<file path="config.mk">
export PLATFORM = sky130hd
export DESIGN_NAME = alu_issue_ctrl
export DESIGN_NICKNAME = d
export VERILOG_FILES = /design/src/rtl/alu_issue_ctrl.sv
export SDC_FILE = /design/constraint.sdc
export NUM_CORES = 1
export LEC_CHECK = 0
export ABC_AREA = 1
export ABC_CLOCK_PERIOD_IN_PS = 6100
export CORE_MARGIN = 3
export CORE_UTILIZATION = 36
export CTS_BUF_LIST = sky130_fd_sc_hd__clkbuf_8
export DETAILED_ROUTE_END_ITERATION = 12
export GPL_TIMING_DRIVEN = 1
export PLACE_DENSITY = 0.58
export SYNTH_ARGS = -nofsm -noshare
export SYNTH_HDL_FRONTEND = slang
export SYNTH_SLANG_ARGS = --single-unit
</file>
<file path="constraint.sdc">
create_clock -name clk -period 6.1 [get_ports clk]
set_clock_uncertainty 0.15 [all_clocks]
set_input_delay 0.915 -clock clk [delete_from_list [all_inputs] [get_ports clk]]
set_output_delay 0.915 -clock clk [all_outputs]
set_load 0.02 [all_outputs]
</file>
<file path="src/rtl/alu_issue_ctrl.sv">
// Issue controller between IDU1 and the ALU: in-order queue, writeback capture and branch-resolution stall.
// Define ALU_ISSUE_FWD_EN to forward ALU writebacks into the head; the default build stalls one cycle on RAW hazards.
package alu_issue_pkg;
  localparam int XLEN = 32;

  typedef struct packed {
    logic [4:0]      rs1_addr;
    logic [4:0]      rs2_addr;
    logic [XLEN-1:0] rs1_data;
    logic [XLEN-1:0] rs2_data;
    logic [XLEN-1:0] imm;
    logic [3:0]      alu_op;
    logic            rs2;
    logic [4:0]      rd_addr;
    logic            rd;
    logic            jal;
    logic            condbr;
    logic            alu;
    logic            legal;
    logic            nop;
  } idu1_out_t;
endpackage

module alu_issue_ctrl
  import alu_issue_pkg::*;
#(
  parameter int DEPTH = 2
) (
  input  logic            clk,
  input  logic            rst,
  input  logic            in_valid,
  output logic            in_ready,
  input  idu1_out_t       in_ctrl,
  output idu1_out_t       alu_ctrl,
  input  logic [XLEN-1:0] alu_wb_data,
  input  logic [4:0]      alu_wb_rd_addr,
  input  logic            alu_wb_rd_wr_en,
  input  logic            pc_load,
  output logic            busy
);

  localparam int PW = $clog2(DEPTH);
  localparam int CW = PW + 1;

  typedef enum logic {
    ST_RUN,
    ST_BR_WAIT
  } state_t;

  state_t          state_q, state_d;
  logic [PW-1:0]   rd_ptr_q, rd_ptr_d;
  logic [PW-1:0]   wr_ptr_q, wr_ptr_d;
  logic [CW-1:0]   count_q, count_d;
  idu1_out_t       entry_q [DEPTH];
  idu1_out_t       entry_d [DEPTH];

  idu1_out_t       head;
  idu1_out_t       head_fwd;
  logic            wb_hit;
  logic            empty;
  logic            hazard;
  logic            issue;
  logic            enq;
  logic            flush;
  logic            head_is_ctrl;

  // Same address-match rule serves queue capture, enqueue override and head forwarding.
  function automatic idu1_out_t apply_wb(input idu1_out_t e, input logic hit,
                                         input logic [4:0] addr, input logic [XLEN-1:0] data);
    idu1_out_t r;
    r = e;
    if (hit && e.rs1_addr == addr) r.rs1_data = data;
    if (hit && e.rs2 && e.rs2_addr == addr) r.rs2_data = data;
    return r;
  endfunction

  assign wb_hit       = alu_wb_rd_wr_en && (alu_wb_rd_addr != 5'd0);
  assign head         = entry_q[rd_ptr_q];
  assign empty        = (count_q == '0);
  assign in_ready     = (count_q < CW'(DEPTH));
  assign busy         = !empty || (state_q == ST_BR_WAIT);
  assign enq          = in_valid && in_ready;
  assign flush        = (state_q == ST_BR_WAIT) && pc_load;
  assign head_is_ctrl = (head.jal || head.condbr) && head.legal && head.alu && !head.nop;
  assign issue        = !rst && !empty && (state_q == ST_RUN) && !hazard;

`ifdef ALU_ISSUE_FWD_EN
  assign hazard   = 1'b0;
  assign head_fwd = apply_wb(head, wb_hit, alu_wb_rd_addr, alu_wb_data);
`else
  logic       prev_rd_vld_q, prev_rd_vld_d;
  logic [4:0] prev_rd_addr_q, prev_rd_addr_d;

  // prev_rd_vld already implies a non-zero destination, so x0 sources never match.
  assign hazard = prev_rd_vld_q &&
                  ((head.rs1_addr == prev_rd_addr_q) ||
                   (head.rs2 && (head.rs2_addr == prev_rd_addr_q)));
  assign head_fwd = head;

  always_comb begin
    prev_rd_vld_d  = issue && head.rd && head.legal && head.alu && !head.nop &&
                     (head.rd_addr != 5'd0);
    prev_rd_addr_d = head.rd_addr;
  end

  always_ff @(posedge clk) begin
    if (rst) begin
      prev_rd_vld_q  <= 1'b0;
      prev_rd_addr_q <= 5'd0;
    end else begin
      prev_rd_vld_q  <= prev_rd_vld_d;
      prev_rd_addr_q <= prev_rd_addr_d;
    end
  end
`endif

  always_comb begin
    alu_ctrl     = '0;
    alu_ctrl.nop = 1'b1;
    if (issue) alu_ctrl = head_fwd;
  end

  always_comb begin
    state_d = state_q;
    case (state_q)
      ST_RUN:     if (issue && head_is_ctrl) state_d = ST_BR_WAIT;
      ST_BR_WAIT: state_d = ST_RUN;
      default:    state_d = ST_RUN;
    endcase
  end

  // A taken redirect drops every queued entry as well as this cycle's enqueue.
  always_comb begin
    rd_ptr_d = rd_ptr_q;
    wr_ptr_d = wr_ptr_q;
    count_d  = count_q;
    for (int i = 0; i < DEPTH; i++) begin
      entry_d[i] = apply_wb(entry_q[i], wb_hit, alu_wb_rd_addr, alu_wb_data);
      if (enq && !flush && (PW'(i) == wr_ptr_q))
        entry_d[i] = apply_wb(in_ctrl, wb_hit, alu_wb_rd_addr, alu_wb_data);
    end
    if (flush) begin
      rd_ptr_d = wr_ptr_q;
      count_d  = '0;
    end else begin
      if (issue) rd_ptr_d = rd_ptr_q + PW'(1);
      if (enq)   wr_ptr_d = wr_ptr_q + PW'(1);
      case ({enq, issue})
        2'b10:   count_d = count_q + CW'(1);
        2'b01:   count_d = count_q - CW'(1);
        default: count_d = count_q;
      endcase
    end
  end

  always_ff @(posedge clk) begin
    if (rst) begin
      state_q  <= ST_RUN;
      rd_ptr_q <= '0;
      wr_ptr_q <= '0;
      count_q  <= '0;
    end else begin
      state_q  <= state_d;
      rd_ptr_q <= rd_ptr_d;
      wr_ptr_q <= wr_ptr_d;
      count_q  <= count_d;
    end
  end

  always_ff @(posedge clk) begin
    entry_q <= entry_d;
  end

endmodule

</file>
==> flow_metrics.py <==
metrics = {
    "drt": {
        "drt_iter0_drc": 649,
        "detail_route.vias_per_cell": 4.86,
        "drcViolationCount": 0,
        "wl_per_cell_um": 18.0,
        "wl_mm": 36.0,
        "first_pass_detailed_route_iteration_total": 5,
        "ant_nets": 0,
        "via_count": 9710,
    },
    "pwr": {
        "power_frac_seq": 0.407,
        "leakagePower_nw": 6.28,
        "clock_power_share": 0.251,
        "power_report.internal_total_mw": 3.81,
        "p_sw_frac": 0.360,
        "ir_drop_uv": 155,
        "power.density_nw_per_um2": 366,
        "pwr-share-comb": 0.342,
        "post-layout-total-power_mw": 5.94,
        "power_switching_mw": 2.14,
    },
    "synth": {
        "muxShareOfSynthArea": 0.00738,
        "post_synth_inst_count": 1260,
        "yosys.area_share.simple": 0.152,
        "ys_ff_latch": 255,
        "adder_and_majority_cell_fraction_of_the_synthesized_area": 0.00103,
        "synthesized_net_count": 1425,
        "synth_cell_types": 34,
        "yosys_warnings": 0,
        "ys.flop_type": "edfxtp_1",
        "synth-xor-area-share": 0.0144,
        "number_of_enable_type_register_cells_in_the_synthesized_netlist": 244,
        "mappedNetlistArea_sq_um": 12200,
        "synth_compound_area_frac": 0.146,
        "synth_top_family_by_area": "simple AND/OR/NAND/NOR gates",
        "ys_async_sr_fraction": 0,
        "synth_seq_area_share": 0.618,
        "syn_area_per_cell_sq_um": 9.69,
    },
    "setup_path": {
        "worstRegToRegCells": 14,
        "worst_path_most_repeated_cell": "nand2_1",
        "critPathRequiredTime_ns": 5.03,
        "critPathTopFamily": "buffers and inverters",
        "cpMaxStageDelayCell": "dfxtp_4",
        "worstSetupStartpointType": "flop",
        "critical_path_class": "flop to output pin",
        "timing.critical_path.arrival_ns": 4.26,
        "cpPeakStageDelay_ns": 0.85,
        "crit_path_cell_trace": "inv_4, nand2_1, nand2_1, nand2_1, nand2_1, nor2_1, nand3_1, nand2_1, nand2_1, nand2_8, buf_4, a21oi_1, clkdlybuf4s50_1",
        "buffers_inverters_on_critical_path": 3,
        "worst_setup_path_end_kind": "output pin",
        "cp.depth": 13,
        "worstPathMaxFanout": 79,
    },
    "floorplanning": {
        "die_h_um": 190,
        "die-width_um": 190,
        "core_area_sq_um": 32900,
        "rows": 66,
        "die-area_sq_um": 36100,
        "io_pins": 288,
        "starting_density_of_the_core": 0.370,
    },
    "timing": {
        "relSlewSlack": 0.304,
        "final.setup.tns_ns": 0,
        "grt_setup_unrepaired": "no",
        "timing.final.max_slew_violations": 0,
        "final_cycle_utilization_of_the_critical_path": 0.872,
        "total_of_endpoints_with_negative_setup_slack_in_the_final_report": 0,
        "min_period_ns": 5.32,
        "finalHoldViolCount": 0,
        "maxClockFrequency_mhz": 188,
        "tightest_slew_ns": 1.04,
    },
    "final_layout": {
        "layout-drive-gt1-share": 0.0790,
        "finish.net_count": 1693,
        "layout-area-overhead-vs-synth_pct": 33.2,
    },
    "status": {
        "status": "finished, final reports clean",
    },
    "min_path": {
        "hp-class": "flop to flop",
        "timing.hold.worst_path_depth": 2,
    },
    "grt": {
        "grt_pass1_wl_mm": 54.4,
        "grt_pass1_vias": 9558,
        "total_congestion_overflow": 0,
        "pin_count_of_the_biggest_net_entering_global_routing": 97,
        "grt.total_usage": 0.194,
        "antenna_found_initial": 5,
    },
    "clock_network": {
        "post_cts.resized_instances": 0,
        "tritoncts_buffer_count": 44,
        "cts_root_buf": "clkbuf_8",
        "clkTransAtPathRegs_ns": 0.06,
        "tritoncts_clock_tree": "built",
        "htreeDepth": 2,
        "cts.hold.buffers_added": 0,
        "insertion_delay_ns": 0.56,
        "post-cts-setup-buffer-count": 0,
        "ctsLongestPathBuffers": 3,
        "cts_sinks": 255,
    },
    "placed_design": {
        "io_buffer_count": 287,
        "hpwl_mm": 22.9,
        "gp_congestion": 0.832,
    },
    "flow_run": {
        "maxCapViolations": 0,
    },
}
==> final timing paths <==
kind | start | to | slack [ns]
worst min-delay path | count_q[1]$_SDFFE_PP0P_ | count_q[1]$_SDFFE_PP0P_ | 0.36
worst min register to register | count_q[1]$_SDFFE_PP0P_ | count_q[1]$_SDFFE_PP0P_ | 0.36
worst max register to register | rd_ptr_q$_SDFFE_PP0P_ | count_q[0]$_SDFFE_PP0P_ | 2.37
worst max-delay path | rd_ptr_q$_SDFFE_PP0P_ | alu_ctrl[23] | 0.78
==> stage by stage <==
step,instances,cell area (sq um),util,hold slack (ns),setup slack (ns)
CTS,1999,16300,0.493,0.359,0.679
detailed placement,1924,15400,0.468,0.349,1.16
floorplan,1260,12200,-,0.326,0.587
global route,2000,16300,0.493,0.404,0.420
global placement,1924,15400,0.468,0.345,1.24
finish,2000,16300,0.493,0.360,0.779
==> layer usage <==
| layer | GRT usage | vias up | routed length, um |
|---|---|---|---|
| met5 | 0 | - | 65 |
| met4 | 0.0500 | 8 | 729 |
| met3 | 0.0615 | 61 | 3290 |
| met2 | 0.303 | 352 | 16000 |
| met1 | 0.261 | 4470 | 16000 |
| li1 | - | 4819 | - |
==> area by class of cell <==
type	instances	area, sq um
Multi-Input combinational cell	826	3970
Inverter	102	385
Clock inverter	27	173
Fill cell	3037	16700
Sequential cell	255	7550
Tap cell	442	553
Antenna cell	1	2.50
Clock buffer	48	661
Timing Repair Buffer	299	2960
==> cells in the final DEF, fill, tap and decap left out, types with 3 or more instances in the layout <==
cell type | Yosys | final
edfxtp_1 | 244 | 244
o21ai_1 | 11 | 11
clkinv_1 | 2 | 3
inv_1 | 98 | 115
o21ai_0 | 187 | 186
a21oi_2 | 40 | 40
clkbuf_8 | 0 | 48
dfxtp_1 | 11 | 10
o22ai_1 | 5 | 5
nor2_1 | 36 | 36
mux2i_1 | 9 | 9
a21oi_1 | 71 | 71
clkinv_2 | 0 | 3
buf_4 | 3 | 12
xnor2_1 | 8 | 8
nor3_1 | 7 | 7
nand2_1 | 404 | 403
nand3_1 | 20 | 20
inv_2 | 2 | 3
clkdlybuf4s50_1 | 0 | 287
xor2_1 | 12 | 12
==> cell families (layout without fill, tap and decap cells) <==
group,count (synthesis),after routing
AOI/OAI and AO/OA,320,320
xor gates and xnor gates,20,20
adders and majority gates,1,1
buffers and inverters,179,476
DFF,255,255
muxes,9,9
other,0,1
and+or+nand+nor,476,476
==> tightest hold or removal path, cell delays in order, from the launching register on <==
cell and delay [ns]:
dfxtp_1 0.32, nor2_1 0.10, nor3_1 0.04
==> cells in the mapped netlist, drive strengths merged, types with 2 or more instances <==
cell | number | area (sq um)
a211oi | 2 | 15.0
o21ai | 198 | 991
mux2i | 9 | 90.1
nand4 | 2 | 18.8
o41ai | 2 | 17.5
dfxtp | 11 | 220
buf | 36 | 213
nand3 | 21 | 110
clkbuf | 41 | 154
nand2 | 406 | 1530
o22ai | 5 | 31.3
xnor2 | 8 | 70.1
inv | 100 | 375
a21oi | 111 | 706
nor2 | 38 | 148
clkinv | 2 | 7.51
edfxtp | 244 | 7330
nor3 | 7 | 35.0
xor2 | 12 | 105
==> power groups by stage <==
stage	registers (mW)	clock network, mW	logic (mW)
6_report	2.42	1.49	2.03
5_1_grt	2.45	1.61	2.23
4_1_cts	2.42	1.54	2.06
3_5_place_dp	2.46	0	2.05
3_3_place_gp	2.45	0	2.05
2_1_floorplan	2.39	0	1.25
==> flip-flops by register name, summed over array words and instances (netlist names) <==
signal,count
wr_ptr_q,1
prev_rd_addr_q,5
count_q,2
rd_ptr_q,1
state_q,1
entry_q,244
prev_rd_vld_q,1
Power figures use the tool's default switching activity.
